<file path="config.mk">
export PLATFORM = sky130hd
export DESIGN_NAME = amux_scan_ctrl
export DESIGN_NICKNAME = d
export VERILOG_FILES = /design/src/rtl/amux_scan_ctrl.sv
export SDC_FILE = /design/constraint.sdc
export NUM_CORES = 1
export LEC_CHECK = 0
export ABC_AREA = 1
export BUFFER_PORTS_ARGS = -buffer_cell sky130_fd_sc_hd__buf_2
export CORE_UTILIZATION = 57
export CTS_BUF_LIST = sky130_fd_sc_hd__clkbuf_16
export CTS_CLUSTER_DIAMETER = 40
export DETAILED_ROUTE_END_ITERATION = 7
export HOLD_SLACK_MARGIN = 0.1
export PLACE_DENSITY = 0.88
export SLEW_MARGIN = 20
export SYNTH_ARGS = -nofsm -noshare
export SYNTH_HDL_FRONTEND = slang
export SYNTH_SLANG_ARGS = --single-unit
</file>
<file path="constraint.sdc">
create_clock -name clk -period 4.85 [get_ports clk]
set_input_delay 0.7275 -clock clk [delete_from_list [all_inputs] [get_ports clk]]
set_output_delay 0.7275 -clock clk [all_outputs]
set_load 0.01 [all_outputs]
</file>
<file path="src/rtl/amux_scan_ctrl.sv">
// Analog mux scan sequencer: round-robin channel scan with single-shot pre-emption,
// break-before-make select changes and a bounded wait for the ADC.
module amux_scan_ctrl #(
  parameter int NCH      = 4,
  parameter int CHW      = 2,
  parameter int SETTLE_W = 8,
  parameter int DW       = 10,
  parameter int TMO      = 255
) (
  input  logic                clk,
  input  logic                reset,
  input  logic                enable,
  input  logic [NCH-1:0]      ch_mask,
  input  logic [SETTLE_W-1:0] settle_cycles,
  input  logic                sw_req,
  input  logic [CHW-1:0]      sw_ch,
  output logic                sw_ack,
  output logic [CHW-1:0]      mux_sel,
  output logic                mux_en,
  output logic                adc_start,
  input  logic                adc_done,
  input  logic [DW-1:0]       adc_data,
  output logic                res_valid,
  output logic [CHW-1:0]      res_ch,
  output logic [DW-1:0]       res_data,
  output logic                tmo_err,
  output logic                busy
);

  localparam int TW = $clog2(TMO + 1);

  localparam logic [2:0] S_IDLE    = 3'd0;
  localparam logic [2:0] S_GAP     = 3'd1;
  localparam logic [2:0] S_SELECT  = 3'd2;
  localparam logic [2:0] S_SETTLE  = 3'd3;
  localparam logic [2:0] S_CONVERT = 3'd4;
  localparam logic [2:0] S_CAPTURE = 3'd5;

  logic [2:0]          r_state;
  logic [CHW-1:0]      r_sel;
  logic [CHW-1:0]      r_last;
  logic                r_sw;
  logic [SETTLE_W-1:0] r_settle;
  logic [TW-1:0]       r_tcnt;
  logic [CHW-1:0]      r_res_ch;
  logic [DW-1:0]       r_res_data;

  logic [CHW-1:0]      w_next_ch;
  logic                w_found;
  logic                w_tmo;
  logic                w_done;
  logic                w_go;

  // Next set mask bit strictly after r_last; NCH is a power of two so the index wraps naturally.
  always_comb begin : rr_pick
    logic [CHW-1:0] v_idx;
    w_next_ch = r_last;
    w_found   = 1'b0;
    v_idx     = '0;
    for (int unsigned i = 1; i <= NCH; i++) begin
      v_idx = r_last + CHW'(i);
      if (!w_found && ch_mask[v_idx]) begin
        w_next_ch = v_idx;
        w_found   = 1'b1;
      end
    end
  end

  // The request currently being acknowledged (r_sw) is not counted as pending again.
  assign w_go   = (sw_req && !r_sw) || (enable && (ch_mask != '0));
  assign w_tmo  = (r_state == S_CONVERT) && (r_tcnt == TW'(TMO));
  assign w_done = (r_state == S_CONVERT) && adc_done && !w_tmo;

  always_ff @(posedge clk) begin
    if (reset) begin
      r_state    <= S_IDLE;
      r_sel      <= '0;
      r_last     <= '1;
      r_sw       <= 1'b0;
      r_settle   <= '0;
      r_tcnt     <= '0;
      r_res_ch   <= '0;
      r_res_data <= '0;
    end else begin
      case (r_state)
        S_IDLE: begin
          if (w_go) r_state <= S_GAP;
        end
        S_GAP: begin
          if (sw_req) begin
            r_sel   <= sw_ch;
            r_sw    <= 1'b1;
            r_state <= S_SELECT;
          end else if (enable && w_found) begin
            r_sel   <= w_next_ch;
            r_sw    <= 1'b0;
            r_state <= S_SELECT;
          end else begin
            r_state <= S_IDLE;
          end
        end
        S_SELECT: begin
          r_settle <= (settle_cycles == '0) ? SETTLE_W'(1) : settle_cycles;
          r_state  <= S_SETTLE;
        end
        S_SETTLE: begin
          if (r_settle <= SETTLE_W'(1)) begin
            r_tcnt  <= '0;
            r_state <= S_CONVERT;
          end else begin
            r_settle <= r_settle - SETTLE_W'(1);
          end
        end
        S_CONVERT: begin
          if (w_done) begin
            r_res_data <= adc_data;
            r_res_ch   <= r_sel;
            r_state    <= S_CAPTURE;
          end else if (w_tmo) begin
            // A dead scan channel still advances the pointer so the scan cannot stall on it.
            if (!r_sw) r_last <= r_sel;
            r_sw    <= 1'b0;
            r_state <= w_go ? S_GAP : S_IDLE;
          end else begin
            r_tcnt <= r_tcnt + TW'(1);
          end
        end
        S_CAPTURE: begin
          if (!r_sw) r_last <= r_sel;
          r_sw    <= 1'b0;
          r_state <= w_go ? S_GAP : S_IDLE;
        end
        default: r_state <= S_IDLE;
      endcase
    end
  end

  assign mux_sel   = r_sel;
  assign mux_en    = (r_state == S_SELECT) || (r_state == S_SETTLE) ||
                     (r_state == S_CONVERT) || (r_state == S_CAPTURE);
  assign adc_start = (r_state == S_CONVERT) && (r_tcnt == '0);
  assign res_valid = (r_state == S_CAPTURE);
  assign res_ch    = r_res_ch;
  assign res_data  = r_res_data;
  assign tmo_err   = w_tmo;
  assign sw_ack    = r_sw && ((r_state == S_CAPTURE) || w_tmo);
  assign busy      = (r_state != S_IDLE);

endmodule

</file>
==> impl_results.md, run 1 <==
* Yosys warns at 0
* Core footprint at 3416 µm²
* Vias in the first global route at 1959
* Share of layout cells above drive strength 1 at 19.72%
* Setup TNS at 0 ns
* EDFF count, synth at 0
* Gate count after technology mapping at 307
* Final Skew at 0.005962 ns
* Pwr/cell area at 408.2 nW/µm²
* Total track usage at 26.25%
* Met2 wire length at 2322 µm
* Starting Density at 60.44%
* WP data required at 4.12 ns
* Nets at 389
* Clk_lat worst skew at 0.28 ns
* Mapped cell area at 2064 µm²
* Via-to-Cell Ratio at 5.367
* Post-synth ARST share at 0%
* Diode count at 0
* TritonCTS clock tree: done
* Detailed-route via count at 2152
* Status: finished, final reports clean
* Antenna Nets Post-Route at 0
* # resized after CTS at 0
* HP Class: reg2reg
* Critical path fanouts, max at 7
* Slew HR at 67.83%
* Count leader, synth: nand2_1
* Largest net degree at the start of global routing at 28
* Chip height at 62.18 µm
* Area contributors post-synth: dfxtp_1 (35%), nand2_1 (17%), a21oi_1 (8.5%)
* Row count at 21
* Seq/Total Area, Yosys at 34.91%
* Drt total wl at 4668 µm
* IO Count at 49
* Htree depth at 2
* Synth top cells by count: nand2_1 (91), dfxtp_1 (36), a21oi_1 (35)
* WP data arrival at 1.75 ns
* CTS Buffer Depth at 2
* Drt drc at 0
* Met1 Wirelength at 2027 µm
* R2R Setup Slk at 2.97 ns
* Max Cap Viol at 0
* Setup-failing EPs final at 0
* DP HPWL at 3327 µm
* Reg clk slew, reported paths at 0.05 ns
* Routability Congestion at 0.9231
* Pleak at 0.001123 µW
* VDD IR max at 0.2645 mV
* Top-area cell type share of the netlist area at 34.91%
* Yosys top cell by area: dfxtp_1
* 1st-iter DRT viols at 213
* Crit path capture type: output pin
* Synth Net Count at 342
* Final period utilization at 51.10%
* Post-layout min period at 2.478 ns
* Actual slew at the worst max-slew pin at 0.4826 ns
* Routed wire length per instance at 11.64 µm
* Cell area after layout at 2469 µm²
* RSZ-0062 raised after global routing: no
* Final Hold Viols at 0
* Unique masters post-synth at 32
* Port Buf Inserts at 48
* Grt total ovfl at 0
* CP Launch Type: register
* Post-synthesis register bit count at 36
* Die Area at 3866 µm²
* Dpl cell area at 2325 µm²
* CTS root buf: clkbuf_16
* DRT Pass-1 Iters at 4
* Post-CTS setup buffer count at 0
* Initial antenna violation count at 0
* Most common flop cell mapped by yosys: dfxtp_1
* First-pass GRT wire length at 8217 µm
* Util after Layout at 72.27%
* Hold_buf cts at 0
* Kind of critical path: reg2out
* Met3 WL post-DR at 251 µm
* Count of pins over their slew limit at 0
* Syn avg cell area at 6.725 µm²
* F_max at 403.5 MHz
* Top Layer Used: met4
* Clock sinks at 36
* Die W at 62.18 µm
* Area Overhead vs Synth at 19.58%
* TritonCTS Buffers at 5
[where the power goes]
group          leakage [µW]  internal, µW  switching [µW]
clock network     0.0000736           189             118
registers          0.000292           334            43.2
logic              0.000758           126             197
[state kept, by name, summed over array words and instances (netlist names)]
register	count
res_data	10
r_settle	8
r_tcnt	8
r_state	3
mux_sel	2
r_last	2
res_ch	2
r_sw	1
[per-layer routing]
layer,track usage (%),vias up
met5,0,-
met3,5.147,8
met4,10.17,0
li1,-,1099
met2,45.88,63
met1,31.54,982
[cell usage in the layout, fill, tap and decap left out, types with 6 or more instances in the layout]
cell / Yosys / routed
o21ai_0: 16 / 16
inv_1: 23 / 23
xor2_1: 6 / 6
a21oi_1: 35 / 35
nor2_1: 27 / 27
ha_1: 6 / 6
buf_2: 3 / 48
nand3_1: 20 / 20
dfxtp_1: 36 / 36
nand2_1: 91 / 91
[worst max-delay path, cell delays in order, from the launching register on]
cell,delay (ns)
dfxtp_1,0.42
inv_1,0.14
nor3_4,0.27
inv_1,0.20
nor2_1,0.19
nor2_1,0.06
nor2_1,0.08
buf_2,0.13
[final cells by class]
cell class	instances	area, µm²
Clock inverter	3	18.77
Fill cell	289	947.2
Tap cell	46	57.56
Sequential cell	36	720.7
Timing Repair Buffer	48	240.2
Clock buffer	5	125.1
Inverter	26	100.1
Multi-Input combinational cell	237	1206
[final timing paths]
check | startpoint | end | cells after the start
setup / recovery | r_state[2] | sw_ack | 7
hold / removal | res_data[6] | res_data[6] | 2
setup reg to reg | r_state[2] | res_data[0] | 6
hold reg to reg | res_data[6] | res_data[6] | 2
[metrics by stage]
stage | setup slack, ns | hold WS (ns) | power, µW | cells
after floorplan | 2.790 | 0.4627 | 623.5 | 307
after global placement | 2.763 | 0.4498 | 689.3 | 393
after detailed placement | 2.705 | 0.4534 | 699.3 | 393
after CTS | 2.384 | 0.4622 | 1011 | 401
after global routing | 2.217 | 0.4796 | 1074 | 401
final | 2.372 | 0.4602 | 1008 | 401
[cell families after synthesis]
logic type	count (synthesis)	synth area share (%)
AO/OA/AOI/OAI	62	16.24
XOR/XNOR	10	4.242
adder cells (fa/ha/maj)	6	3.636
buffers and inverters	34	6.667
flip-flops	36	34.91
AND/OR/NAND/NOR	159	34.30
Power figures use the tool's default switching activity.
==> run 2, diff against run 1 <==
--- a/config.mk
+++ b/config.mk
@@ -5,14 +5,14 @@
 export SDC_FILE = /design/constraint.sdc
 export NUM_CORES = 1
 export LEC_CHECK = 0
-export ABC_AREA = 1
+export ABC_AREA = 0
 export BUFFER_PORTS_ARGS = -buffer_cell sky130_fd_sc_hd__buf_2
-export CORE_UTILIZATION = 57
+export CORE_UTILIZATION = 53
 export CTS_BUF_LIST = sky130_fd_sc_hd__clkbuf_16
 export CTS_CLUSTER_DIAMETER = 40
 export DETAILED_ROUTE_END_ITERATION = 7
 export HOLD_SLACK_MARGIN = 0.1
-export PLACE_DENSITY = 0.88
+export PLACE_DENSITY = 0.83
 export SLEW_MARGIN = 20
 export SYNTH_ARGS = -nofsm -noshare
 export SYNTH_HDL_FRONTEND = slang
==> constraint.sdc (replaced) <==
create_clock -name clk -period 2.5 [get_ports clk]
set_input_delay 0.375 -clock clk [delete_from_list [all_inputs] [get_ports clk]]
set_output_delay 0.375 -clock clk [all_outputs]
set_load 0.01 [all_outputs]
==> run 2 against run 1 <==
Effect of this change:
- clock skew down 0.0032 ns
- count of clock-buffer cells in the layout unchanged
- worst setup slack worse by 2.1 ns
- non-clock buffer count rose by 4
- wire length increased by 5.1%
- sequential share of layout area increased by 0.22 points
- critical endpoint unchanged
==> impl_results.md, run 2 <==
* Status: finished, final reports clean (unchanged)
* Worst R2R Start: r_tcnt[1] (was r_state[2])
* CTS root buf: clkbuf_16 (unchanged)
* # resized after CTS at 0 (unchanged)
* Count leader, synth: dfxtp_1 (was nand2_1)
* Share of layout cells above drive strength 1 at 23.26% (was 19.72%)
* Drt drc at 0 (unchanged)
* Place WS at 0.4968 ns (was 2.705 ns)
* Setup TNS at 0 ns (unchanged)
* Compound-gate portion of the synthesized area at 23.88% (was 16.24%)
* Fin worst setup slack at 0.3119 ns (was 2.372 ns)
* Antenna Nets Post-Route at 0 (unchanged)
* Sw Pwr at 467.0 µW (was 358.5 µW)
* HP Class: in2reg (was reg2reg)
* Htree depth at 2 (unchanged)
* Flop pwr share at 41.1% (was 37.4%)
* Routability Congestion at 0.8521 (was 0.9231)
* Via-to-Cell Ratio at 5.865 (was 5.367)
* DRT Pass-1 Iters at 5 (was 4)
* Synth Area in XOR/XNOR at 2.154% (was 4.242%)
* Main combinational cell family by area after synthesis: simple AND/OR/NAND/NOR gates (unchanged)
* Worst hold slack at 0.3441 ns (was 0.4602 ns)
* Internal Dissipation at 1096 µW (was 649.2 µW)
* Crit path capture type: output pin (unchanged)
* First-pass GRT wire length at 8349 µm (was 8217 µm)
* Kind of critical path: reg2out (unchanged)
* Final Skew at 0.002720 ns (was 0.005962 ns)
* Reg clk slew, reported paths at 0.06 ns (was 0.05 ns)
* CTS Buffer Depth at 2 (unchanged)
* TritonCTS clock tree: done (unchanged)
* Sw Ratio at 29.88% (was 35.58%)
* Slew HR at 43.89% (was 67.83%)
* Total track usage at 26.57% (was 26.25%)
* Yosys top cell by area: dfxtp_1 (unchanged)
* Filler cells at 300 (was 289)
* Most frequent cells in the layout: buf_2 (48), dfxtp_1 (36), a21oi_1 (23), nand3_1 (22), nand2_1 (22) (was nand2_1 (91), buf_2 (48), dfxtp_1 (36), a21oi_1 (35), nor2_1 (27))
* Synth top cells by count: dfxtp_1 (36), a21oi_1 (23), nand2_1 (22), nand3_1 (22), nor2_1 (17) (was nand2_1 (91), dfxtp_1 (36), a21oi_1 (35))
* Placed insts at 341 (was 393)
* RSZ-0062 raised after global routing: no (unchanged)
* Seq/Total Area, Yosys at 35.45% (was 34.91%)
* Max Cap Viol at 0 (unchanged)
* Adder-cell share of the synthesized area at 3.692% (was 3.636%)
* Nets at 335 (was 389)
* Top Layer Used: met4 (unchanged)
* Simple-Gate Fraction of Synth Area at 28.43% (was 34.30%)
* Most common cell after layout, fill and taps aside: buf_2 (was nand2_1)
* Area contributors post-synth: dfxtp_1 (35%), a21oi_1 (5.7%), nand3_1 (5.4%) (was dfxtp_1 (35%), nand2_1 (17%), a21oi_1 (8.5%))
* Pwr/cell area at 637.8 nW/µm² (was 408.2 nW/µm²)
* Largest net degree at the start of global routing at 28 (unchanged)
* Hold_sp: adc_data[0] (was res_data[6])
* Clock sinks at 36 (unchanged)
* Detailed-route via count at 2047 (was 2152)
* Most common flop cell mapped by yosys: dfxtp_1 (unchanged)
* Critical path fanouts, max at 13 (was 7)
* Clock network power share at 39.1% (was 30.4%)
* WP data arrival at 1.81 ns (was 1.75 ns)
* Chip height at 63.94 µm (was 62.18 µm)
* Setup-failing EPs final at 0 (unchanged)
* CP Launch Type: register (unchanged)
* Post-layout min period at 2.188 ns
* Post-synth ARST share at 0% (unchanged)
* Max reg flops at 10 (unchanged)
* Count of pins over their slew limit at 0 (unchanged)
* CP Launch Point: r_state[2] (unchanged)
* Port Buf Inserts at 48 (unchanged)
* Top-area cell type share of the netlist area at 35.45% (was 34.91%)
* VDD IR max at 0.4505 mV (was 0.2645 mV)
* Diode count at 0 (unchanged)
* Post-CTS setup buffer count at 0 (unchanged)
* EDFF count, synth at 0 (unchanged)
* Syn avg cell area at 8.036 µm² (was 6.725 µm²)
* Core footprint at 3661 µm² (was 3416 µm²)
* Row count at 22 (was 21)
* Final period utilization at 87.52%
* DP HPWL at 3245 µm (was 3327 µm)
* 1st-iter DRT viols at 143 (was 213)
* Routed wire length per instance at 14.05 µm (was 11.64 µm)
* Comb power frac at 19.8% (was 32.1%)
* Area Overhead vs Synth at 20.49% (was 19.58%)
* Met3 WL post-DR at 352 µm (was 251 µm)
* Hold_buf cts at 0 (unchanged)
* Met1 Wirelength at 2110 µm (was 2027 µm)
* Yosys warns at 0 (unchanged)
* Grt total ovfl at 0 (unchanged)
* Starting Density at 55.54% (was 60.44%)
* Drt total wl at 4905 µm (was 4668 µm)
* Gate count after technology mapping at 253 (was 307)
* Met2 wire length at 2363 µm (was 2322 µm)
* Die Area at 4088 µm² (was 3866 µm²)
* Synth Net Count at 288 (was 342)
* Vias in the first global route at 1826 (was 1959)
* IO Count at 49 (unchanged)
* Util after Layout at 66.92% (was 72.27%)
* Clk_lat worst skew at 0.28 ns (about the same)
* F_max at 457.0 MHz
* WP data required at 2.12 ns (was 4.12 ns)
* Initial antenna violation count at 0 (unchanged)
* Post-synthesis register bit count at 36 (unchanged)
* Pleak at 0.0009897 µW (was 0.001123 µW)
* Non-filler cells, final at 349 (was 401)
* Die W at 63.94 µm (was 62.18 µm)
* Mapped cell area at 2033 µm² (was 2064 µm²)
* Mux cell area share after synthesis at 0.9846% (was 0%)
* Actual slew at the worst max-slew pin at 0.8379 ns (was 0.4826 ns)
* Final Hold Viols at 0 (unchanged)
* Unique masters post-synth at 50 (was 32)
* TritonCTS Buffers at 5 (unchanged)
## run 2: layout make-up
cell class              count  area [µm²]  share of cell area, %
multi-input cells         191        1202                  49.08
flip-flops and latches     36       720.7                  29.42
repair buffers             52       270.3                  11.03
clock buffers               5       125.1                  5.107
well taps                  48       60.06                  2.451
inverters                  14       52.55                  2.145
clock inverters             3       18.77                 0.7661
## run 2: kinds of logic (layout without fill, tap and decap cells)
group           Yosys count  after routing
simple gates            107            107
fa+ha+maj                 6              6
buf+inv                  26             74
xor+xnor                  5              5
mux                       2              2
flops                    36             36
compound gates           71             71
## run 2: worst paths after layout
path	to	slack [ns]	cells past startpoint
worst max-delay path	sw_ack	0.31	5
worst min-delay path	res_data[0]	0.34	3
worst max register to register	res_data[4]	0.46	5
worst min register to register	res_data[7]	0.45	2
## run 2: worst max-delay path, stage by stage (launching register included)
cell	delay [ns]
dfxtp_1	0.57
nor2b_1	0.21
inv_1	0.09
nor4_1	0.33
o21a_1	0.20
buf_2	0.13
## run 2: layer usage
| layer | global-route usage, % | vias to the layer above |
|---|---|---|
| met4 | 11.36 | 0 |
| met1 | 32.53 | 923 |
| met5 | 0 | - |
| li1 | - | 1017 |
| met3 | 7.500 | 9 |
| met2 | 43.22 | 98 |
## run 2: power groups by stage
stage	combinational (µW)	sequential, µW	clock, µW
after global routing	344	647	648
after global placement	296	651	0
final	309	642	611
after detailed placement	299	652	0
after CTS	307	641	616
after floorplan	222	641	0
## run 2: stage by stage
stage | cell area (µm²) | power, µW
2_1_floorplan | 2033 | 862.6
3_3_place_gp | 2306 | 946.9
3_5_place_dp | 2306 | 950.7
4_1_cts | 2450 | 1564
5_1_grt | 2450 | 1639
6_report | 2450 | 1563
==> run 3, diff against run 2 <==
--- a/config.mk
+++ b/config.mk
@@ -12,7 +12,7 @@
 export CTS_CLUSTER_DIAMETER = 40
 export DETAILED_ROUTE_END_ITERATION = 7
 export HOLD_SLACK_MARGIN = 0.1
-export PLACE_DENSITY = 0.83
+export PLACE_DENSITY = 0.79
 export SLEW_MARGIN = 20
 export SYNTH_ARGS = -nofsm -noshare
 export SYNTH_HDL_FRONTEND = slang
==> run 3 against run 2 <==
Effect of this change:
- count of clock-buffer cells in the layout unchanged
- first-iteration DRC count fell by 46%
- critical endpoint unchanged
- combinational power down 6.8%
- die area unchanged
- sequential power grew 2%
- wire length decreased by 5.1%
- clock power increased by 15%
- total power rose by 5.0%
- global-route usage down 0.73 points
- final cell count is 0.29% lower
==> impl_results.md, run 3 (synthesis results as in run 2) <==
* Status: finished, final reports clean (unchanged)
* Largest net degree at the start of global routing at 28 (unchanged)
* Kind of critical path: reg2out (unchanged)
* Core footprint at 3661 µm² (unchanged)
* Final Power at 1640 µW (was 1563 µW)
* F_max at 445.4 MHz (was 457.0 MHz)
* Drt drc at 0 (unchanged)
* Chip height at 63.94 µm (unchanged)
* Port Buf Inserts at 48 (unchanged)
* Row count at 22 (unchanged)
* Nets at 334 (was 335)
* Filler cells at 329 (was 300)
* Drt total wl at 4654 µm (was 4905 µm)
* Routed wire length per instance at 13.37 µm (was 14.05 µm)
* Pwr/cell area at 665.2 nW/µm² (was 637.8 nW/µm²)
* CTS Buffer Depth at 2 (unchanged)
* Diode count at 0 (unchanged)
* Final Hold Viols at 0 (unchanged)
* Post-layout min period at 2.245 ns (was 2.188 ns)
* Clock sinks at 36 (unchanged)
* Most common cell after layout, fill and taps aside: buf_2 (unchanged)
* Hold_buf cts at 0 (unchanged)
* First-pass GRT wire length at 8252 µm (was 8349 µm)
* Met1 Wirelength at 2132 µm (was 2110 µm)
* DRT Pass-1 Iters at 4 (was 5)
* DP HPWL at 3304 µm (was 3245 µm)
* Slew HR at 62.04% (was 43.89%)
* Crit path capture type: output pin (unchanged)
* Most frequent cells in the layout: buf_2 (48), dfxtp_1 (36), a21oi_1 (23), nand3_1 (22), nand2_1 (22) (unchanged)
* Top Layer Used: met4 (unchanged)
* Antenna Nets Post-Route at 0 (unchanged)
* CP Launch Type: register (unchanged)
* Critical path fanouts, max at 13 (unchanged)
* Max Cap Viol at 0 (unchanged)
* WP data required at 2.12 ns (about the same)
* Actual slew at the worst max-slew pin at 0.5621 ns (was 0.8379 ns)
* Pleak at 0.0009896 µW (was 0.0009897 µW)
* Setup TNS at 0 ns (unchanged)
* TritonCTS Buffers at 5 (unchanged)
* Place WS at 0.5252 ns (was 0.4968 ns)
* Setup-failing EPs final at 0 (unchanged)
* Met3 WL post-DR at 217 µm (was 352 µm)
* TritonCTS clock tree: done (unchanged)
* Max reg flops at 10 (unchanged)
* VDD IR max at 0.4441 mV (was 0.4505 mV)
* Post-CTS setup buffer count at 0 (unchanged)
* HP Class: in2reg (unchanged)
* Die Area at 4088 µm² (unchanged)
* Count of pins over their slew limit at 0 (unchanged)
* Reg clk slew, reported paths at 0.05 ns (was 0.06 ns)
* Via-to-Cell Ratio at 5.807 (was 5.865)
* Detailed-route via count at 2021 (was 2047)
* RSZ-0062 raised after global routing: no (unchanged)
* Final period utilization at 89.80% (was 87.52%)
* Grt total ovfl at 0 (unchanged)
* Met2 wire length at 2179 µm (was 2363 µm)
* # resized after CTS at 0 (unchanged)
* Fin worst setup slack at 0.2550 ns (was 0.3119 ns)
* Share of layout cells above drive strength 1 at 23.00% (was 23.26%)
* WP data arrival at 1.87 ns (was 1.81 ns)
* Routability Congestion at 0.8545 (was 0.8521)
* Area Overhead vs Synth at 21.29% (was 20.49%)
* Final Skew at 0.001916 ns (was 0.002720 ns)
* Starting Density at 55.54% (unchanged)
* Initial antenna violation count at 0 (unchanged)
* IO Count at 49 (unchanged)
* Die W at 63.94 µm (unchanged)
* 1st-iter DRT viols at 77 (was 143)
* Vias in the first global route at 1851 (was 1826)
* Htree depth at 2 (unchanged)
* Clk_lat worst skew at 0.28 ns (about the same)
* CTS root buf: clkbuf_16 (unchanged)
* Total track usage at 25.84% (was 26.57%)
[run 3: final timing paths]
kind               start           to  slack, ns  depth (start not counted)
max           r_state[2]       sw_ack       0.26                          5
min          adc_data[5]  res_data[5]       0.34                          3
max reg2reg   r_state[2]   r_state[0]       0.47                          4
min reg2reg    res_ch[1]    res_ch[1]       0.45                          2
[run 3: layer usage]
| metal | vias to the layer above | GRT usage [%] |
|---|---|---|
| met5 | - | 0 |
| li1 | 1023 | - |
| met1 | 932 | 32.19 |
| met4 | 0 | 12.50 |
| met2 | 54 | 41.36 |
| met3 | 12 | 6.429 |
[run 3: worst max-delay path: stages (launching register included)]
cell and delay, ns:
dfxtp_1 0.57, nor2b_1 0.24, inv_1 0.09, nor4_1 0.39, o21a_1 0.19, buf_2 0.12
[run 3: area by class of cell]
| type | count | area [µm²] | share of cell area (%) |
|---|---|---|---|
| Tap cell | 48 | 60.06 | 2.435 |
| Sequential cell | 36 | 720.7 | 29.22 |
| Timing Repair Buffer | 51 | 262.8 | 10.65 |
| Clock buffer | 5 | 125.1 | 5.074 |
| Multi-Input combinational cell | 191 | 1202 | 48.76 |
| Clock inverter | 3 | 42.54 | 1.725 |
| Inverter | 14 | 52.55 | 2.131 |
[run 3: report_power, final]
| group | switching, µW | internal (µW) |
|---|---|---|
| sequential | 50.4 | 603 |
| combinational | 166 | 122 |
| clock | 232 | 468 |
[run 3: per-stage QoR]
step                      std cells  hold slack, ns  utilization, %  area (µm²)
after detailed placement        340          0.4463           62.78        2298
after floorplan                 253          0.4666               -        2033
after CTS                       348          0.3414           67.36        2466
final                           348          0.3433           67.36        2466
after global routing            348          0.3509           67.36        2466
after global placement          340          0.4397           62.78        2298
